File: src/rtl/uart_pkg.sv
// Shared UART definitions: RX framer states and link-wide defaults used by both TX and RX paths.
package uart_pkg;

    localparam int unsigned UART_DATA_BITS   = 8;
    localparam int unsigned UART_CLK_PER_BIT = 87;

    typedef enum logic [2:0] {
        S_IDLE      = 3'd0,
        S_START     = 3'd1,
        S_DATA      = 3'd2,
        S_STOP      = 3'd3,
        S_WAIT_HIGH = 3'd4
    } rx_state_e;

endpackage

File: src/rtl/uart_sync2.sv
// Two-flop synchronizer for a single asynchronous level; both flops reset to RST_VAL.
module uart_sync2 #(
    parameter logic RST_VAL = 1'b1
) (
    input  logic clk_i,
    input  logic rst_ni,
    input  logic d_i,
    output logic q_o
);

    logic meta_q;
    logic sync_q;

    always_ff @(posedge clk_i or negedge rst_ni) begin
        if (!rst_ni) begin
            meta_q <= RST_VAL;
            sync_q <= RST_VAL;
        end else begin
            meta_q <= d_i;
            sync_q <= meta_q;
        end
    end

    assign q_o = sync_q;

endmodule

File: src/rtl/uart_rx_framer.sv
// UART receive deframer (8N1, LSB first): writes good bytes to the RX FIFO and pulses
// frame_err / overrun for the status logic.
module uart_rx_framer
    import uart_pkg::*;
#(
    parameter int unsigned CLK_PER_BIT = UART_CLK_PER_BIT,
    parameter int unsigned DATA_BITS   = UART_DATA_BITS
) (
    input  logic                 uart_clk,
    input  logic                 uart_rst_n,
    input  logic                 uart_rx_pin,
    input  logic                 fifo_full,
    output logic                 fifo_w_en,
    output logic [DATA_BITS-1:0] fifo_w_data,
    output logic                 frame_err,
    output logic                 overrun,
    output logic                 rx_busy
);

    localparam int unsigned          CNT_W    = $clog2(CLK_PER_BIT);
    localparam logic [CNT_W-1:0]     CNT_HALF = CNT_W'(CLK_PER_BIT / 2 - 1);
    localparam logic [CNT_W-1:0]     CNT_LAST = CNT_W'(CLK_PER_BIT - 1);
    localparam logic [2:0]           BIT_LAST = 3'(DATA_BITS - 1);

    rx_state_e            state_q, state_d;
    logic [CNT_W-1:0]     cnt_q, cnt_d;
    logic [2:0]           bit_q, bit_d;
    logic [DATA_BITS-1:0] shift_q, shift_d;
    logic [DATA_BITS-1:0] data_q, data_d;
    logic                 wen_q, wen_d;
    logic                 ovr_q, ovr_d;
    logic                 ferr_q, ferr_d;
    logic                 rx_s;

    uart_sync2 #(.RST_VAL(1'b1)) u_sync (
        .clk_i  (uart_clk),
        .rst_ni (uart_rst_n),
        .d_i    (uart_rx_pin),
        .q_o    (rx_s)
    );

    always_ff @(posedge uart_clk or negedge uart_rst_n) begin
        if (!uart_rst_n) begin
            state_q <= S_IDLE;
            cnt_q   <= '0;
            bit_q   <= '0;
            shift_q <= '0;
            data_q  <= '0;
            wen_q   <= 1'b0;
            ovr_q   <= 1'b0;
            ferr_q  <= 1'b0;
        end else begin
            state_q <= state_d;
            cnt_q   <= cnt_d;
            bit_q   <= bit_d;
            shift_q <= shift_d;
            data_q  <= data_d;
            wen_q   <= wen_d;
            ovr_q   <= ovr_d;
            ferr_q  <= ferr_d;
        end
    end

    always_comb begin
        state_d = state_q;
        cnt_d   = cnt_q + 1'b1;
        bit_d   = bit_q;
        shift_d = shift_q;
        data_d  = data_q;
        wen_d   = 1'b0;
        ovr_d   = 1'b0;
        ferr_d  = 1'b0;
        unique case (state_q)
            S_IDLE: begin
                cnt_d = '0;
                if (!rx_s) begin
                    bit_d   = '0;
                    state_d = S_START;
                end
            end
            S_START: begin
                if (cnt_q == CNT_HALF) begin
                    cnt_d   = '0;
                    state_d = rx_s ? S_IDLE : S_DATA;
                end
            end
            S_DATA: begin
                if (cnt_q == CNT_LAST) begin
                    cnt_d   = '0;
                    shift_d = {rx_s, shift_q[DATA_BITS-1:1]};
                    bit_d   = bit_q + 1'b1;
                    if (bit_q == BIT_LAST) begin
                        state_d = S_STOP;
                    end
                end
            end
            S_STOP: begin
                // fifo_full only matters here; fullness earlier in the frame is ignored
                if (cnt_q == CNT_LAST) begin
                    cnt_d = '0;
                    if (!rx_s) begin
                        ferr_d  = 1'b1;
                        state_d = S_WAIT_HIGH;
                    end else if (fifo_full) begin
                        ovr_d   = 1'b1;
                        state_d = S_IDLE;
                    end else begin
                        wen_d   = 1'b1;
                        data_d  = shift_q;
                        state_d = S_IDLE;
                    end
                end
            end
            S_WAIT_HIGH: begin
                cnt_d = '0;
                if (rx_s) begin
                    state_d = S_IDLE;
                end
            end
            default: begin
                cnt_d   = '0;
                state_d = S_IDLE;
            end
        endcase
    end

    assign fifo_w_en   = wen_q;
    assign fifo_w_data = data_q;
    assign overrun     = ovr_q;
    assign frame_err   = ferr_q;
    assign rx_busy     = (state_q != S_IDLE);

endmodule

File: config.mk
export PLATFORM = sky130hd
export DESIGN_NAME = uart_rx_framer
export DESIGN_NICKNAME = d
export VERILOG_FILES = /design/src/rtl/uart_pkg.sv /design/src/rtl/uart_sync2.sv /design/src/rtl/uart_rx_framer.sv
export SDC_FILE = /design/constraint.sdc
export NUM_CORES = 1
export LEC_CHECK = 0
export BUFFER_PORTS_ARGS = -buffer_cell sky130_fd_sc_hd__buf_2
export CAP_MARGIN = 20
export CORE_ASPECT_RATIO = 0.9
export CORE_MARGIN = 2
export CORE_UTILIZATION = 51
export DETAILED_ROUTE_END_ITERATION = 8
export MAX_ROUTING_LAYER = met4
export PLACE_DENSITY = 0.71
export SYNTH_ARGS = -nofsm -noshare
export SYNTH_HDL_FRONTEND = slang
export SYNTH_SLANG_ARGS = --single-unit
export TNS_END_PERCENT = 5
File: constraint.sdc
create_clock -name uart_clk -period 1.8 [get_ports uart_clk]
set_input_delay 0.36 -clock uart_clk [delete_from_list [all_inputs] [get_ports uart_clk]]
set_output_delay 0.36 -clock uart_clk [all_outputs]
set_load 0.02 [all_outputs]
* After elaboration in Yosys (flattened, before gate mapping)
Cells that the tools add are included.
** Cells by class
- Equal/unequal tests :: 13
- Reductions and logical operators :: 8
- Add/subtract/negate cells :: 2
- Multiplexer cells :: 26
- Bitwise operators :: 1
** Operator list (count)
- $mux 3 :: 9
- $pmux 3 s5 :: 1
- $mux 7 :: 2
- $pmux 7 s2 :: 1
- $mux 1 :: 11
- $ne 2x2->1 const B :: 5
- $add 7x1->7 const B :: 1
- $eq 7x6->1 const B :: 1
- $eq 7x7->1 const B :: 1
- $eq 3x2->1 const B :: 2
- $eq 3x3->1 const B :: 2
- $pmux 3 s2 :: 1
- $reduce_and 6->1 :: 1
- $reduce_and 4->1 :: 1
- $add 3x1->3 const B :: 1
- $eq 3x1->1 const B :: 1
- $logic_not 3->1 :: 1
- $reduce_and 3->1 :: 1
- $reduce_bool 3->1 :: 1
- $mux 2 :: 1
- $ne 2x1->1 const B :: 1
- $reduce_and 2->1 :: 1
- $reduce_bool 2->1 :: 1
- $reduce_or 2->1 :: 1
- $not 1->1 :: 1
** Storage, ports and cells
- Flip-flop bits (word level) :: 34
- Input bits :: 4

* Depth between registers and ports, before layout
- Word-level depth :: 4
- Depth in mapped cells :: 7
- Depth with buffers taken out :: 6

* Modules after synthesis
Synthesis repeated with hierarchy kept, for this count alone.
** Second synthesis, totals
- Cell total of the unflattened synthesis :: 127
- Area, all modules :: 1549.0 µm²
** Modules (own cells, without submodules)
- uart_rx_framer :: area an instance 1496.4 µm², sequential area each 800.8 µm², instances 1, cells an instance 125
- uart_sync2 :: area an instance 52.6 µm², sequential area each 52.6 µm², instances 1, cells an instance 2

* Worst setup path before layout
Ideal clock, no wire load.
- Path type :: register -> register
- Start :: register cnt_q[0]
- End :: register data_q[0] (netlist: fifo_w_data[0])
- Data arrival time :: 1685 ps
- Period minus slack after synthesis :: 1810 ps
- Cell stages (with the launch flop) :: 7
- Path buffers :: 0
- Setup time :: 125 ps
- Setup slack :: -10 ps
- Required time :: 1675 ps
- Cells stage by stage :: dfrtp_1 -> inv_1 -> ha_1 -> and4b_4 -> nand4_4 -> nor3b_4 -> mux2_2
** Between the ends
- Longest elaborated chain between the ends :: 2
** Ends and longest elaborated chain
- start, declared :: RTL line uart_rx_framer.sv:26 : logic [CNT_W-1:0] cnt_q, cnt_d;
- start signal, assigned :: RTL line uart_rx_framer.sv:54 : cnt_q <= cnt_d;
- $eq 7x7->1 :: RTL line uart_rx_framer.sv:99 : if (cnt_q == CNT_LAST) begin
- $reduce_and 4->1 (no line)
- end signal, assigned :: RTL line uart_rx_framer.sv:57 : data_q <= data_d;
- end, declared :: RTL line uart_rx_framer.sv:29 : logic [DATA_BITS-1:0] data_q, data_d;
No other way between the ends.
A chain may end at the register's enable or synchronous reset.

* Worst setup path in the final report
- Start :: register state_q[2]
- End :: output port rx_busy
** Between the ends
- Longest elaborated chain between the ends :: 1
** Ends and longest elaborated chain
- start, declared :: RTL line uart_rx_framer.sv:25 : rx_state_e state_q, state_d;
- start signal, assigned :: RTL line uart_rx_framer.sv:53 : state_q <= state_d;
- $reduce_bool 3->1 :: RTL line uart_rx_framer.sv:131 : assign rx_busy = (state_q != S_IDLE);
- end, declared :: RTL line uart_rx_framer.sv:17 : output logic rx_busy
No other way between the ends.

==> results.py <==
metrics = {
    "run_status": {
        "status": "finished, violations left",
        "violations": "setup timing",
    },
    "setup_path": {
        "arrival_ns": 1.44,
        "cp-start-kind": "flip-flop",
        "crit_type": "flip-flop to output pin",
        "max_stage_delay_ns": 0.39,
        "cpLargestDelayFamily": "flip-flops",
        "crit_chain": "buf_4 > or3_1 > buf_2",
        "cpMaxStageDelayCell": "dfrtp_1",
        "setup.worst_path.end_class": "output pin",
        "required_ns": 1.44,
        "r2r_slack_ns": 0.01,
        "crit_fanout": 11,
        "crit_buf_inv": 2,
    },
    "cells_and_area": {
        "drive_above_1_share_pct": 41.1,
        "nNetsFinal": 165,
        "design_area_um2": 1890,
        "final.fill_count": 230,
        "area_growth_pct": 22.9,
        "antennaDiodeCount": 0,
    },
    "sta": {
        "fin_crit_ns": 1.80,
        "rsz0062_at_grt": "yes",
        "clock_skew_ns": 0.00787,
        "slew_headroom_pct": 51.1,
        "drv_slew": 0,
        "timing.hold.ws_ns": 0.0739,
        "fin_crit_sh_pct": 100,
        "setup_slack_ns": -0.00228,
        "timing.fmax_ghz": 0.555,
        "setup_violations": 1,
        "tightestPinTransition_ns": 0.734,
        "hold_viol": 0,
    },
    "synthesis": {
        "synth_cells": 123,
        "synthDistinctLibCells": 30,
        "yosysSeqAreaShare_pct": 55.4,
        "synth_ff_type": "dfrtp_1",
        "synth-compound-area-share_pct": 3.25,
        "synth_nets": 131,
        "synth_enable_flop_cells": 0,
        "synthMuxAreaShare_pct": 11.7,
        "synth-seq-cells": 34,
        "synth_fa_ha_area_share_pct": 3.25,
        "yosysWarningCount": 0,
        "synth_top_family_by_area": "simple AND/OR/NAND/NOR gates",
        "syn_avg_cell_area_um2": 12.5,
        "synth-xor-area-share_pct": 3.41,
        "syn_area_um2": 1540,
        "synth-simple-area-share_pct": 20.8,
        "synthArstFlopShare_pct": 100,
    },
    "die": {
        "die_h_um": 56.2,
        "fp.coreArea_um2": 2820,
        "die_area_um2": 3480,
        "die_w_um": 62.0,
        "start_util_pct": 54.8,
        "io_pins": 16,
        "rows": 18,
    },
    "routing": {
        "ant_nets": 0,
        "drt_iter0_drc": 62,
        "vias_per_cell": 5.26,
        "wl_um": 2820,
        "wl_per_cell_um": 14.3,
        "drt-pass1-iter-count": 4,
        "vias": 1042,
        "post-route-drc-count": 0,
    },
    "clock_network": {
        "cts.sinks": 34,
        "htreeDepth": 2,
        "clk_latency_ns": 0.34,
        "cts_tree": "yes",
        "cts_buffers": 5,
        "cts_hold_buf": 0,
        "cts.clk_slew.worst_paths_ns": 0.10,
        "clockBufferDepth": 2,
        "cts_root_buffer": "clkbuf_4",
    },
    "job": {
        "maxCapViolations": 0,
    },
    "placement": {
        "dpl.hpwl_um": 1890,
        "dpl_cell_area_um2": 1760,
        "gp_congestion": 0.792,
        "io_buffers": 15,
    },
    "grt": {
        "grt_pass1_vias": 1052,
        "antenna_found_initial": 0,
        "grt_max_degree": 35,
        "track_usage_pct": 20.1,
        "grt_overflow": 0,
        "grt_pass1_wl_um": 4930,
    },
    "power_and_ir_drop": {
        "p_leak_nw": 0.957,
        "power_density_nw_per_um2": 715,
        "peakVddDrop_v": 0.000605,
    },
    "min_path": {
        "min_path_type": "primary input to asynchronous set/reset pin",
    },
}
## layout by cell type, fill, tap and decap left out, types with 3 or more instances in the layout
master,instances
nand3_1,12
nand2_1,6
buf_4,13
xor2_1,4
ha_1,3
buf_2,15
dfrtp_1,32
inv_1,4
nor2_1,5
mux2_4,12
a21oi_1,3
clkbuf_4,5
mux2_2,4
nor3_1,8
## where the power goes
part,switching (mW),internal (mW)
logic,0.0689,0.0514
clock network,0.246,0.189
registers,0.0180,0.781
total,0.333,1.02
## worst register-to-register path: stages, from the launching register on
cell	delay, ns
dfrtp_1	0.39
inv_1	0.06
ha_2	0.16
and4b_4	0.27
nand4_4	0.11
nor3b_4	0.23
buf_12	0.16
mux2_4	0.30
## stage by stage
step	worst slack [ns]	TNS (ns)	power (mW)	std cells	utilization [%]
floorplan	-0.00992	-0.0794	0.876	123	-
global placement	0.0289	0	0.928	188	62.7
detailed placement	-0.00492	-0.0159	0.933	188	62.7
CTS	-0.0247	-0.196	1.37	197	66.2
global route	-0.121	-1.62	1.44	198	67.3
finish	-0.00228	-0.00228	1.35	198	67.3
## what timing repair did
item / 4_1_cts / 5_1_grt
resized for setup: 9 / 6
pin swaps: 3 / 1
hold endpoints to repair: 0 / 0
setup buffers: 1 / 1
setup endpoints to repair: 9 / 17
## sequential cells by signal, indices dropped and copies added (netlist names), 3 cells and up
register     count
shift_q          8
bit_q            3
cnt_q            7
state_q          3
fifo_w_data      8
## area by class of cell
type	instances	area, µm²	area share [%]
Clock buffer	7	55.1	2.91
Clock inverter	1	5.00	0.264
Inverter	4	15.0	0.793
Multi-Input combinational cell	81	701	37.0
Sequential cell	34	853	45.0
Tap cell	40	50.0	2.64
Timing Repair Buffer	31	215	11.4
## routing by layer
metal	global-route usage (%)	share of wire (%)	vias up	wire length (µm)
li1	-	-	505	-
met1	28.7	49	509	1390
met2	26.6	45	23	1280
met3	5.58	4.1	5	117
met4	8.21	1.4	0	39
met5	-	0	-	0
## path summary, 6_finish.rpt
path / from / to / depth (start not counted)
setup / recovery: state_q[2]$_DFFE_PN0P_ / rx_busy / 3
max in group asynchronous: uart_rst_n / state_q[2]$_DFFE_PN0P_ / 1
hold reg to reg: u_sync.meta_q$_DFF_PN1_ / u_sync.q_o$_DFF_PN1_ / 0
setup reg to reg: cnt_q[0]$_DFF_PN0_ / fifo_w_data[5]$_DFFE_PN0P_ / 7
hold / removal: uart_rst_n / overrun$_DFF_PN0_ / 1
min in group uart_clk: uart_rx_pin / u_sync.meta_q$_DFF_PN1_ / 1
## cells in the mapped netlist (3+ instances only)
| master | n | area [µm²] |
|---|---|---|
| nor2_1 | 5 | 18.8 |
| dfrtp_1 | 32 | 801 |
| nand2_1 | 6 | 22.5 |
| nand3_1 | 12 | 60.1 |
| ha_1 | 4 | 50.1 |
| a21oi_1 | 3 | 15.0 |
| mux2_2 | 16 | 180 |
| xor2_1 | 4 | 35.0 |
| nor3_1 | 8 | 40.0 |
| inv_1 | 4 | 15.0 |
## kinds of logic after synthesis
kind of cell               after synthesis
and+or+nand+nor                         49
DFF                                     34
muxes                                   16
buffers and inverters                    8
AOI/OAI and AO/OA                        6
xor gates and xnor gates                 6
adders and majority gates                4
Power figures use the tool's default switching activity.
